`src/rtl/acc_alu_pkg.sv`:
```
// ---------------------------------------------------------------------------
// acc_alu_pkg
// Shared definitions for the accumulator ALU:
//   - opcode constants OP_ADD..OP_MUL (3-bit op_code encoding)
//   - flag bit indices inside the 4-bit {V,N,Z,C} flag word
//   - FSM state encoding (IDLE / MUL)
//   - flag word value after reset (only Z set, accumulator is zero)
// ---------------------------------------------------------------------------
package acc_alu_pkg;

   localparam logic [2:0] OP_ADD  = 3'b000;
   localparam logic [2:0] OP_AND  = 3'b001;
   localparam logic [2:0] OP_OR   = 3'b010;
   localparam logic [2:0] OP_XOR  = 3'b011;
   localparam logic [2:0] OP_SUB  = 3'b100;
   localparam logic [2:0] OP_LOAD = 3'b101;
   localparam logic [2:0] OP_SHL  = 3'b110;
   localparam logic [2:0] OP_MUL  = 3'b111;

   localparam int FLG_C = 0;
   localparam int FLG_Z = 1;
   localparam int FLG_N = 2;
   localparam int FLG_V = 3;

   localparam logic [3:0] FLAGS_RESET = 4'b0010;

   typedef enum logic {
      ST_IDLE = 1'b0,
      ST_MUL  = 1'b1
   } state_t;

endpackage

```
`src/rtl/acc_alu_seq_mul.sv`:
```
// ---------------------------------------------------------------------------
// seq_mul
// Unsigned shift-add multiplier, one partial product per clock, WIDTH clocks
// per multiplication.
// Ports:
//   clk      system clock, rising edge
//   rst_n    synchronous active-low reset; discards any partial product
//   start    begin a multiplication (ignored while busy)
//   mcand    multiplicand, latched on start
//   mplier   multiplier, latched on start
//   busy     a multiplication is in progress
//   done     combinational: the current clock edge writes the last partial
//            product, so product is final in this cycle
//   product  2*WIDTH-bit running product including this cycle's addition
// ---------------------------------------------------------------------------
module seq_mul
   import acc_alu_pkg::*;
#(
   parameter int WIDTH = 4,
   parameter int CNT_W = $clog2(WIDTH) + 1
) (
   input  logic                 clk,
   input  logic                 rst_n,
   input  logic                 start,
   input  logic [WIDTH-1:0]     mcand,
   input  logic [WIDTH-1:0]     mplier,
   output logic                 busy,
   output logic                 done,
   output logic [2*WIDTH-1:0]   product
);

   logic [2*WIDTH-1:0] mcand_reg;
   logic [2*WIDTH-1:0] product_reg;
   logic [2*WIDTH-1:0] product_next;
   logic [WIDTH-1:0]   mplier_reg;
   logic [CNT_W-1:0]   count_reg;
   logic               busy_reg;

   // The multiplicand shifts left and the multiplier shifts right each
   // cycle, so the current multiplier bit is always mplier_reg[0].
   always_comb begin
      product_next = product_reg;
      if (mplier_reg[0]) begin
         product_next = product_reg + mcand_reg;
      end
   end

   // Last iteration: the caller samples product (== product_next) on the
   // same edge that retires the multiplication.
   assign done    = busy_reg && (count_reg == CNT_W'(WIDTH - 1));
   assign busy    = busy_reg;
   assign product = product_next;

   always_ff @(posedge clk) begin
      if (!rst_n) begin
         mcand_reg   <= '0;
         mplier_reg  <= '0;
         product_reg <= '0;
         count_reg   <= '0;
         busy_reg    <= 1'b0;
      end else if (start && !busy_reg) begin
         mcand_reg   <= {{WIDTH{1'b0}}, mcand};
         mplier_reg  <= mplier;
         product_reg <= '0;
         count_reg   <= '0;
         busy_reg    <= 1'b1;
      end else if (busy_reg) begin
         product_reg <= product_next;
         mcand_reg   <= mcand_reg << 1;
         mplier_reg  <= mplier_reg >> 1;
         count_reg   <= count_reg + CNT_W'(1);
         if (done) begin
            busy_reg <= 1'b0;
         end
      end
   end

endmodule

```
`src/rtl/acc_alu_seq.sv`:
```
// ---------------------------------------------------------------------------
// acc_alu_seq
// Accumulator ALU with valid/ready handshake. Single-cycle ops (ADD, AND, OR,
// XOR, SUB, LOAD, SHL) write acc/flags on the accepting edge; MUL runs in the
// seq_mul sub-block for WIDTH clocks while op_ready is low.
// Ports:
//   clk       system clock, rising edge
//   rst_n     synchronous active-low reset
//   op_valid  operation request
//   op_ready  operation can be accepted this cycle (combinational from state)
//   op_code   operation select (see acc_alu_pkg)
//   tmp_in    second operand
//   din       LOAD data
//   out_sel   1: drive acc onto bus_out, 0: bus_out = 0
//   bus_out   bus data
//   acc_out   accumulator
//   flags     registered {V,N,Z,C}
//   done      one-cycle pulse after a result is written
// ---------------------------------------------------------------------------
module acc_alu_seq
   import acc_alu_pkg::*;
#(
   parameter int WIDTH = 4,
   parameter int CNT_W = $clog2(WIDTH) + 1
) (
   input  logic             clk,
   input  logic             rst_n,
   input  logic             op_valid,
   output logic             op_ready,
   input  logic [2:0]       op_code,
   input  logic [WIDTH-1:0] tmp_in,
   input  logic [WIDTH-1:0] din,
   input  logic             out_sel,
   output logic [WIDTH-1:0] bus_out,
   output logic [WIDTH-1:0] acc_out,
   output logic [3:0]       flags,
   output logic             done
);

   state_t               state_reg;
   state_t               state_next;
   logic [WIDTH-1:0]     acc_reg;
   logic [3:0]           flags_reg;
   logic                 done_reg;

   logic                 accept;
   logic                 mul_start;
   logic                 mul_busy;
   logic                 mul_done;
   logic [2*WIDTH-1:0]   mul_product;
   logic [3:0]           mul_flags;

   logic [WIDTH:0]       sum_ext;
   logic [WIDTH:0]       diff_ext;
   logic [WIDTH-1:0]     alu_res;
   logic [3:0]           alu_flags;
   logic                 alu_c;
   logic                 alu_v;

   assign op_ready  = (state_reg == ST_IDLE);
   assign accept    = op_valid && op_ready;
   assign mul_start = accept && (op_code == OP_MUL);

   // Extra top bit holds the carry (ADD) or the borrow (SUB).
   assign sum_ext  = {1'b0, acc_reg} + {1'b0, tmp_in};
   assign diff_ext = {1'b0, acc_reg} - {1'b0, tmp_in};

   always_comb begin
      alu_res = acc_reg;
      alu_c   = 1'b0;
      alu_v   = 1'b0;
      case (op_code)
         OP_ADD: begin
            alu_res = sum_ext[WIDTH-1:0];
            alu_c   = sum_ext[WIDTH];
            // Same-sign operands producing an opposite-sign result.
            alu_v   = (acc_reg[WIDTH-1] == tmp_in[WIDTH-1]) &&
                      (alu_res[WIDTH-1] != acc_reg[WIDTH-1]);
         end
         OP_SUB: begin
            alu_res = diff_ext[WIDTH-1:0];
            alu_c   = diff_ext[WIDTH];
            // Opposite-sign operands and result sign differs from minuend.
            alu_v   = (acc_reg[WIDTH-1] != tmp_in[WIDTH-1]) &&
                      (alu_res[WIDTH-1] != acc_reg[WIDTH-1]);
         end
         OP_AND:  alu_res = acc_reg & tmp_in;
         OP_OR:   alu_res = acc_reg | tmp_in;
         OP_XOR:  alu_res = acc_reg ^ tmp_in;
         OP_LOAD: alu_res = din;
         OP_SHL: begin
            alu_res = {acc_reg[WIDTH-2:0], 1'b0};
            alu_c   = acc_reg[WIDTH-1];
         end
         default: alu_res = acc_reg;
      endcase
      alu_flags        = '0;
      alu_flags[FLG_C] = alu_c;
      alu_flags[FLG_Z] = (alu_res == '0);
      alu_flags[FLG_N] = alu_res[WIDTH-1];
      alu_flags[FLG_V] = alu_v;
   end

   // MUL result flags: C reports truncation of the high half.
   always_comb begin
      mul_flags        = '0;
      mul_flags[FLG_C] = |mul_product[2*WIDTH-1:WIDTH];
      mul_flags[FLG_Z] = (mul_product[WIDTH-1:0] == '0);
      mul_flags[FLG_N] = mul_product[WIDTH-1];
   end

   seq_mul #(
      .WIDTH (WIDTH),
      .CNT_W (CNT_W)
   ) u_mul (
      .clk     (clk),
      .rst_n   (rst_n),
      .start   (mul_start),
      .mcand   (acc_reg),
      .mplier  (tmp_in),
      .busy    (mul_busy),
      .done    (mul_done),
      .product (mul_product)
   );

   always_comb begin
      state_next = state_reg;
      unique case (state_reg)
         ST_IDLE: begin
            if (mul_start) begin
               state_next = ST_MUL;
            end
         end
         ST_MUL: begin
            // An idle multiplier here can only mean it was never started;
            // fall back to IDLE rather than stall the handshake.
            if (mul_done || !mul_busy) begin
               state_next = ST_IDLE;
            end
         end
         default: state_next = ST_IDLE;
      endcase
   end

   always_ff @(posedge clk) begin
      if (!rst_n) begin
         state_reg <= ST_IDLE;
         acc_reg   <= '0;
         flags_reg <= FLAGS_RESET;
         done_reg  <= 1'b0;
      end else begin
         state_reg <= state_next;
         done_reg  <= 1'b0;
         if (accept && (op_code != OP_MUL)) begin
            acc_reg   <= alu_res;
            flags_reg <= alu_flags;
            done_reg  <= 1'b1;
         end else if (mul_done) begin
            acc_reg   <= mul_product[WIDTH-1:0];
            flags_reg <= mul_flags;
            done_reg  <= 1'b1;
         end
      end
   end

   // Bus gating: the block drives zeros when not selected.
   genvar gi;
   generate
      for (gi = 0; gi < WIDTH; gi++) begin : g_bus
         assign bus_out[gi] = out_sel & acc_reg[gi];
      end
   endgenerate

   assign acc_out = acc_reg;
   assign flags   = flags_reg;
   assign done    = done_reg;

endmodule

```
`config.mk`:
```
export PLATFORM = sky130hd
export DESIGN_NAME = acc_alu_seq
export DESIGN_NICKNAME = d
export VERILOG_FILES = /design/src/rtl/acc_alu_pkg.sv /design/src/rtl/acc_alu_seq_mul.sv /design/src/rtl/acc_alu_seq.sv
export SDC_FILE = /design/constraint.sdc
export NUM_CORES = 1
export LEC_CHECK = 0
export ABC_AREA = 0
export CORE_UTILIZATION = 61
export CTS_CLUSTER_DIAMETER = 100
export DETAILED_ROUTE_END_ITERATION = 7
export PLACE_DENSITY = 0.84
export SLEW_MARGIN = 30
export SYNTH_ARGS = -nofsm -noshare
export SYNTH_HDL_FRONTEND = slang
export SYNTH_SLANG_ARGS = --single-unit
export TNS_END_PERCENT = 5
```
`constraint.sdc`:
```
create_clock -name clk -period 7.4 [get_ports clk]
set_input_delay 2.22 -clock clk [delete_from_list [all_inputs] [get_ports clk]]
set_output_delay 2.22 -clock clk [all_outputs]
set_load 0.005 [all_outputs]
```
---- After elaboration in Yosys (flattened, before gate mapping) ----
Index checks and enable logic that the tools add are counted.
word-level totals
  input bits .............................. 15
  bits in registers ....................... 34
cells by class
  reduce and logical (&&, ||, !) cells .... 16
  equal/unequal tests ..................... 13
  multiplexer cells ....................... 20
  $add $sub $neg .......................... 4
  bitwise operators ....................... 9
operator list
  cell                   number
  $mux W4                8
  $pmux W4 S7            1
  $eq A3 B3 Y1 const B   4
  $eq A3 B2 Y1 const B   3
  $add A8 B8 Y8          1
  $logic_not A4 Y1       2
  $mux W8                1
  $logic_and A1 B1 Y1    7
  $mux W1                7
  $add A4 B4 Y5          1
  $sub A4 B4 Y5          1
  $and A1 B1 Y1          4
  $and A4 B4 Y4          1
  $or A4 B4 Y4           1
  $pmux W1 S2            2
  $reduce_bool A2 Y1     2
  $reduce_or A4 Y1       1
  $xor A4 B4 Y4          1
  $add A3 B1 Y3 const B  1
  $eq A3 B1 Y1 const B   1
  $logic_not A3 Y1       1
  $ne A1 B1 Y1           3
  $ne A3 B3 Y1 const B   1
  $pmux W1 S3            1
  5 further kinds        6

---- Logic depth before layout (Yosys ltp) ----
  word-level depth ........................ 5
  mapped depth ............................ 10
  depth with buffers taken out ............ 10

---- Modules after synthesis ----
Synthesis repeated with hierarchy kept, for this count alone.
unflattened totals
  cells, all modules ...................... 322
  area, all modules ....................... 2615.0 sq um
modules (own cells, without submodules)
  module       times used  area an instance (sq um)  cells an instance
  seq_mul      1           1448.9                    168
  acc_alu_seq  1           1166.1                    154

---- Least setup slack after synthesis ----
No wires, ideal clock.
  path kind ............................... in2out
  start ................................... input port out_sel
  end ..................................... output port bus_out[0]
  setup slack ............................. 2817 ps
  data arrival time ....................... 2363 ps
  buffers on the path ..................... 0
  cell stages on the path ................. 1
  required time ........................... 5180 ps
  path through ............................ and2_1
between the ends
  longest elaborated chain between the ends .. 1
RTL lines
  item                RTL line            text
  start: declaration  acc_alu_seq.sv:33   input logic out_sel,
  $and A1 B1 Y1       acc_alu_seq.sv:170  assign bus_out[gi] = out_sel & acc_reg[gi];
  end: declaration    acc_alu_seq.sv:34   output logic [WIDTH-1:0] bus_out,
Every way passes these cells.

---- Worst setup path after layout ----
  start ................................... input port out_sel
  end ..................................... output port bus_out[2]
The elaborated chain is that of the path after synthesis.

==> flow_summary_export.csv <==
group,metric,value,unit
outcome,status,"finished clean",
worst_setup_path,crit_fanout,4,
sta,period_share,75.2,%
power_and_ir_drop,p_leak,1.16,nW
final_layout,final_cell_area,2890,um^2
drt,first_iter_violations,258,
grt,overflow,0,
power_and_ir_drop,combPwrFrac,22.2,%
synth,yosysSeqAreaShare,25.9,%
sta,max_slew_margin,51.2,%
sta,worstMarginPinSlew,0.731,ns
final_layout,area_growth,13.4,%
clocking,cts_tree,"done",
floorplan,die_area,4440,um^2
power_and_ir_drop,p_per_area,146,nW/um^2
clocking,clk_pin_slew,0.07,ns
final_layout,multi_input_area,1720,um^2
power_and_ir_drop,netSwitchingPower,0.129,mW
placed_design,pre_cts_slack,1.83,ns
sta,fin_ws,1.83,ns
final_layout,fillers,331,
final_layout,final_cells,384,
drt,wirelength,5.77,mm
clocking,cts_sinks,33,
clocking,ctsResizeCount,0,
synth,async_reset_ff_share,0,%
synth,synth_cells,313,
sta,whs,0.461,ns
clocking,cts_setup_buffers,0,
sta,drv_slew,0,
grt,grt_max_degree,22,
sta,fin_skew,0.0102,ns
placed_design,placed_cell_area,2800,um^2
grt,grt_antenna_before_repair,0,
power_and_ir_drop,ir_drop,115,uV
grt,first_global_vias,2006,
drt,detail_route.wl_per_cell,15.0,um
floorplan,core.rowCount,23,
synth,synth_warnings,0,
drt,detail-route-antenna-nets,0,
clocking,cts_root_buf,"clkbuf_8",
placed_design,numPlacedInstances,376,
final_layout,regArea,661,um^2
drt,vias_per_cell,5.92,
synth,synth.avg_cell_area,8.14,um^2
power_and_ir_drop,clkPwrFrac,32.4,%
synth,syn_area,2550,um^2
synth,synthFlopType,"dfxtp_1",
worst_setup_path,worstSetupPathType,"in2out",
synth,yosys_register_bits,33,
floorplan,io_pins,29,
placed_design,hpwlAfterDp,4.27,mm
worst_setup_path,critPathLaunchType,"input port",
grt,grt_use_total,28.5,%
worst_setup_path,arrival,3.35,ns
final_layout,fin_util,72.2,%
sta,hold_violations,0,
worst_setup_path,endpoint_kind,"output port",
drt,dr.pass1.iters,4,
clocking,htree_levels,2,
power_and_ir_drop,switching_share,30.6,%
clocking,clockBufferDepth,2,
synth,synth-edff-count,0,
worst_setup_path,required,5.18,ns
power_and_ir_drop,power,0.422,mW
floorplan,coreArea,4000,um^2
run,maxCapViolations,0,
placed_design,portBuffers,28,
clocking,cts_made_buffers,5,
floorplan,die_w,66.6,um
power_and_ir_drop,p_int,0.293,mW
hold_path,hold_path.class,"reg2reg",
synth,synth.distinct_cells,54,
floorplan,die_h,66.6,um
drt,routed-via-count,2272,
clocking,clk_latency,0.29,ns
sta,rsz0062_at_grt,"no",
final_layout,drive_gt1_share,5.99,%
floorplan,start_util,63.7,%
power_and_ir_drop,seq_power_share,45.4,%
placed_design,routabilityCongestion,0.936,
drt,drc,0,
sta,setup_tns,0,ns
grt,grt_pass1_wl,9.40,mm
synth,syn_nets,352,
final_layout,final_nets,372,
final_layout,diodes,0,
sta,fmax,180,MHz
sta,fin_crit,5.57,ns
sta,finalSetupViolCount,0,
clocking,cts_hold_buf,0,
## power by group through the flow
stage,sequential (mW),clock (mW),combinational [mW]
2_1_floorplan,0.192,0,0.0657
3_3_place_gp,0.195,0,0.0899
3_5_place_dp,0.196,0,0.0922
4_1_cts,0.192,0.139,0.0929
5_1_grt,0.192,0.146,0.103
6_report,0.192,0.137,0.0939
## cell usage after synthesis (5+ instances only)
master	instances	area (um^2)
inv_1	20	75.1
nand3_1	5	25.0
o21ai_0	16	80.1
mux2i_1	19	190
dfxtp_1	33	661
clkbuf_1	9	33.8
nand2_1	32	120
nor2_1	34	128
ha_1	21	263
a21oi_1	18	90.1
nor3_1	5	25.0
nor2b_1	6	37.5
and2_1	11	68.8
o211ai_1	7	52.6
a211oi_1	6	45.0
xnor2_1	7	61.3
## worst max-delay path, cell delays in order
cell and delay, ns:
clkdlybuf4s50_1 0.49, and2_1 0.13, clkdlybuf4s50_1 0.50
## area by class of cell
cell class                      instances  share of cell area, %
Multi-Input combinational cell        244                   59.4
Sequential cell                        33                   22.9
Timing Repair Buffer                   29                   9.96
Inverter                               20                   2.60
Clock buffer                            5                   2.38
Tap cell                               50                   2.17
Clock inverter                          3                  0.606
## routing by layer
layer  part of all wire (%)  routed length, um  vias to the layer above  GRT usage, %
met1                     45               2630                     1041          39.6
met5                      0                  0                        -             0
met3                    6.5                377                       16          6.16
met4                    2.4                136                        0          10.9
met2                     46               2630                       83          42.4
li1                       -                  -                     1132             -
## placed cells by master, fill, tap and decap left out, types with 7 or more instances in the layout
cell type,netlist,routed
nor2_1,34,34
ha_1,21,21
nand2_1,32,32
a21oi_1,18,18
mux2i_1,19,19
clkdlybuf4s50_1,0,28
and2_1,11,11
o211ai_1,7,7
o21ai_0,16,16
xnor2_1,7,7
dfxtp_1,33,33
inv_1,20,20
## path summary, 6_finish.rpt
path                  startpoint  slack (ns)             endpoint  depth (start not counted)
max                      out_sel        1.83           bus_out[2]                          3
min          u_mul.mplier_reg[3]        0.46  u_mul.mplier_reg[3]                          2
max reg2reg           acc_out[1]        4.67             flags[1]                          8
min reg2reg  u_mul.mplier_reg[3]        0.46  u_mul.mplier_reg[3]                          2
## kinds of logic (layout without fill, tap and decap cells)
group | after synthesis | count (layout) | share of synthesized area (%)
simple gates | 109 | 109 | 20.7
compound gates | 79 | 79 | 21.2
buf+inv | 36 | 57 | 6.68
flops | 33 | 33 | 25.9
fa+ha+maj | 24 | 24 | 12.7
mux | 22 | 22 | 9.38
xor+xnor | 10 | 10 | 3.44
(Power assumes the default switching activity.)
==> RTL edit 1 (config.mk and constraints unchanged) <==
`WIDTH` is set to 4 in 2 places; all go to 8.
--- a/src/rtl/acc_alu_seq_mul.sv
+++ b/src/rtl/acc_alu_seq_mul.sv
@@ -18,3 +18,3 @@
 #(
-   parameter int WIDTH = 4,
+   parameter int WIDTH = 8,
    parameter int CNT_W = $clog2(WIDTH) + 1
--- a/src/rtl/acc_alu_seq.sv
+++ b/src/rtl/acc_alu_seq.sv
@@ -22,3 +22,3 @@
 #(
-   parameter int WIDTH = 4,
+   parameter int WIDTH = 8,
    parameter int CNT_W = $clog2(WIDTH) + 1
Ports: changed (resized acc_out, bus_out, din and tmp_in); port bits go from 29 to 45. The function was not compared with the original's and may differ.
==> RTL edit 1 against the original RTL <==
Power is 89% higher; worst setup slack got worse by 0.10 ns; sequential cell count up 25; final area increased by 83%; global-route usage rose by 2.5 points; synthesized area is 84% higher; routed wire length up 110%; via count increased by 98%; critical path type unchanged; largest power group unchanged.
==> RTL edit 1: results (changes against the original RTL) <==
Detailed Route Iter0 Violations 278 (+7.8%); Cell variety after synth 61 (+13%); DP Wirelength 8720 µm (+100%); routed len/inst 16.5 µm (+9.7%); DRT Pass-1 Iters 5 (+1); worst reg2reg startpoint u_mul.product_reg[0]; outcome complete, no violations; r2r setup slk 4.14 ns (-0.53 ns); GPL Wtd Cong 0.949 (+1.3%); most common library cells after synthesis nor2_1, dfxtp_1, nand2_1; slew margin rel. 41.1% (-10 points); post-place setup slack 1.72 ns (-0.113 ns); Layout Nets 688 (+85%); pin count of the biggest net entering global routing 72 (+230%); Max stage delay on crit path 0.56 ns (+0.06 ns); GR Util met3 6.86% (+0.69 points); data arrival time of the worst path 3.45 ns (+0.10 ns); Worst setup endpoint bus_out[6]; post-synthesis sequential area ratio 24.8% (-1.1 points); LEAKAGE 2.08 nW (+80%); number of global-route vias before repair 3912 (+95%); dpl cell area 5100 µm² (+82%); Syn Nets 672 (+91%); Clock Latency Late Sink 0.34 ns (+0.05 ns); clock skew 0.00661 ns (-0.00355 ns); H-tree lvl count 3 (+1); Synth area leaders dfxtp_1, ha_1, mux2i_1; cells after synthesis 606 (+94%); DR WL met2 5240 µm (+99%)
RTL edit 1: changes by cell type after synthesis, sizes merged, moves of 10 or more:
cell and change:
nor2 +33, o21ai +30, dfxtp +25, nand2 +21, clkbuf +20, ha +19, and2 +18, mux2i +18
a21oi +14, a211oi +10
RTL edit 1: cell families after synthesis:
family	count (synthesis)	synth area share, %
adders and majority gates	43	12.0
AOI/OAI and AO/OA	164	23.2
and+or+nand+nor	216	22.3
DFF	58	24.8
xor gates and xnor gates	20	3.74
buffers and inverters	67	5.83
muxes	38	8.15
RTL edit 1: power breakdown:
group	leakage, nW	internal, mW	switching (mW)
Clock	0.0924	0.139	0.132
Combinational	1.51	0.0852	0.104
Sequential	0.472	0.322	0.0174
RTL edit 1: final cells by class:
cell class / count / area [µm²]
repair buffers: 46 / 450
fillers: 605 / 2050
multi-input cells: 481 / 3260
flip-flops and latches: 58 / 1160
clock inverters: 4 / 26.3
clock buffers: 12 / 155
well taps: 99 / 124
inverters: 26 / 97.6
==> RTL edit 2 (same flow settings) <==
Made on the original files. Make the reset (`rst_n`) asynchronous in 2 clocked blocks. Comments in the files are not updated.
--- a/src/rtl/acc_alu_seq_mul.sv
+++ b/src/rtl/acc_alu_seq_mul.sv
@@ -53,3 +53,3 @@
 
-   always_ff @(posedge clk) begin
+   always_ff @(posedge clk or negedge rst_n) begin
       if (!rst_n) begin
--- a/src/rtl/acc_alu_seq.sv
+++ b/src/rtl/acc_alu_seq.sv
@@ -144,3 +144,3 @@
 
-   always_ff @(posedge clk) begin
+   always_ff @(posedge clk or negedge rst_n) begin
       if (!rst_n) begin
Function: differs if rst_n is asserted again (counterexample within 4 cycles, from zero or initial values and one cycle with rst_n low); with rst_n held inactive, the same outputs for 10 cycles.
==> RTL edit 2 against the original RTL <==
Via count increased by 0.26%; routed wire length rose by 0.47%; synthesized cell count is 2.6% lower; sequential cell count unchanged; count of clock-buffer cells in the layout unchanged; worst setup slack improved by 0.0024 ns; final area increased by 3.2%; synthesized area grew 1.3%; register-to-register slack gained 0.19 ns; first-iteration DRC count down 40%; global-route usage is 0.88 points higher; highest routed layer unchanged.
Power is not compared: it rests on default switching activity, and its combinational part moved more than twofold at a synthesized area within 25%.
==> RTL edit 2: results (changes against the original RTL) <==
outcome complete, no violations; most common library cells after synthesis nand2_1, dfrtp_1, nor2_1; Layout Nets 363 (-2.4%); DRT Pass-1 Iters 5 (+1); Reg2Reg Capture Point flags[1]; post-synthesis sequential area ratio 32.1% (+6.1 points); Worst R2R Path Depth 9 (+1); Routed WL 5800 µm (+0.47%); Cell variety after synth 52 (-3.7%); worst reg2reg startpoint acc_out[0]; Syn Nets 344 (-2.3%); Synth async-reset ratio 100% (+100 points); Slew @ Worst Pin 0.907 ns (+0.176 ns); routed len/inst 15.5 µm (+2.9%); Detailed Route Iter0 Violations 154 (-40%); Global Route Usage Sum 29.3% (+0.88 points); commonest register cell after synthesis dfrtp_1; data arrival time of the worst path 3.34 ns (about the same); GPL Wtd Cong 0.882 (-5.8%); Via density 6.07 (+2.7%); pin count of the biggest net entering global routing 44 (+100%); Mapped Avg Cell Area 8.46 µm² (+3.9%); first-pass GRT wire length 9780 µm (+4.1%); DP Cell Count 366 (-2.7%); layout cell share with drive strength beyond 1 6.15% (+0.17 points)
-- RTL edit 2: per-stage QoR --
step | setup slack (ns) | instance area (µm²)
after detailed placement | 1.83 | 2860
after global placement | 1.86 | 2860
after floorplan | 2.82 | 2580
after CTS | 1.83 | 2980
after global routing | 1.77 | 2980
final | 1.84 | 2980
-- RTL edit 2: power groups by stage --
| stage | Clock [mW] | Sequential [mW] | Combinational [mW] |
|---|---|---|---|
| 2_1_floorplan | 0 | 0.294 | 0.364 |
| 3_3_place_gp | 0 | 0.319 | 0.459 |
| 3_5_place_dp | 0 | 0.323 | 0.476 |
| 4_1_cts | 0.177 | 0.319 | 0.479 |
| 5_1_grt | 0.183 | 0.330 | 0.541 |
| 6_report | 0.172 | 0.321 | 0.480 |
-- RTL edit 2: final cells by class --
class / count / area [µm²]
multi-input cells: 235 / 1610
fillers: 302 / 1050
flip-flops and latches: 33 / 827
repair buffers: 31 / 303
clock buffers: 5 / 68.8
inverters: 18 / 67.6
well taps: 50 / 62.6
clock inverters: 3 / 46.3
-- RTL edit 2: cell families after synthesis --
group           after synthesis  share of synthesized area (%)
xor+xnor                      7                           2.38
fa+ha+maj                    24                           12.5
simple gates                103                           18.2
compound gates               86                           22.7
buf+inv                      37                           5.63
mux                          15                           6.50
flops                        33                           32.1
-- RTL edit 2: worst max-delay path, delay by kind of cell --
family | cells | cell delay [ns]
buf+inv | 2 | 1.00
simple gates | 1 | 0.13
-- RTL edit 2: how the worst min path moves through the flow --
stage	start	to	slack, ns	cells after the start
floorplan	u_mul.mplier_reg[3]	u_mul.mplier_reg[2]	0.46	2
global route	u_mul.mplier_reg[1]	u_mul.mplier_reg[0]	0.53	2
detailed placement	u_mul.mplier_reg[1]	u_mul.mplier_reg[0]	0.48	2
global placement	u_mul.mplier_reg[1]	u_mul.mplier_reg[0]	0.47	2
finish	u_mul.mplier_reg[1]	u_mul.mplier_reg[0]	0.50	2
CTS	u_mul.mplier_reg[1]	u_mul.mplier_reg[0]	0.50	2
-- RTL edit 2: per-layer routing --
| layer | part of all wire [%] | vias to the layer above | global-route usage (%) |
|---|---|---|---|
| li1 | - | 1121 | - |
| met1 | 49 | 1071 | 42.4 |
| met2 | 45 | 78 | 44.4 |
| met3 | 5.3 | 8 | 4.97 |
| met4 | 1.1 | 0 | 8.51 |
| met5 | 0 | - | 0 |
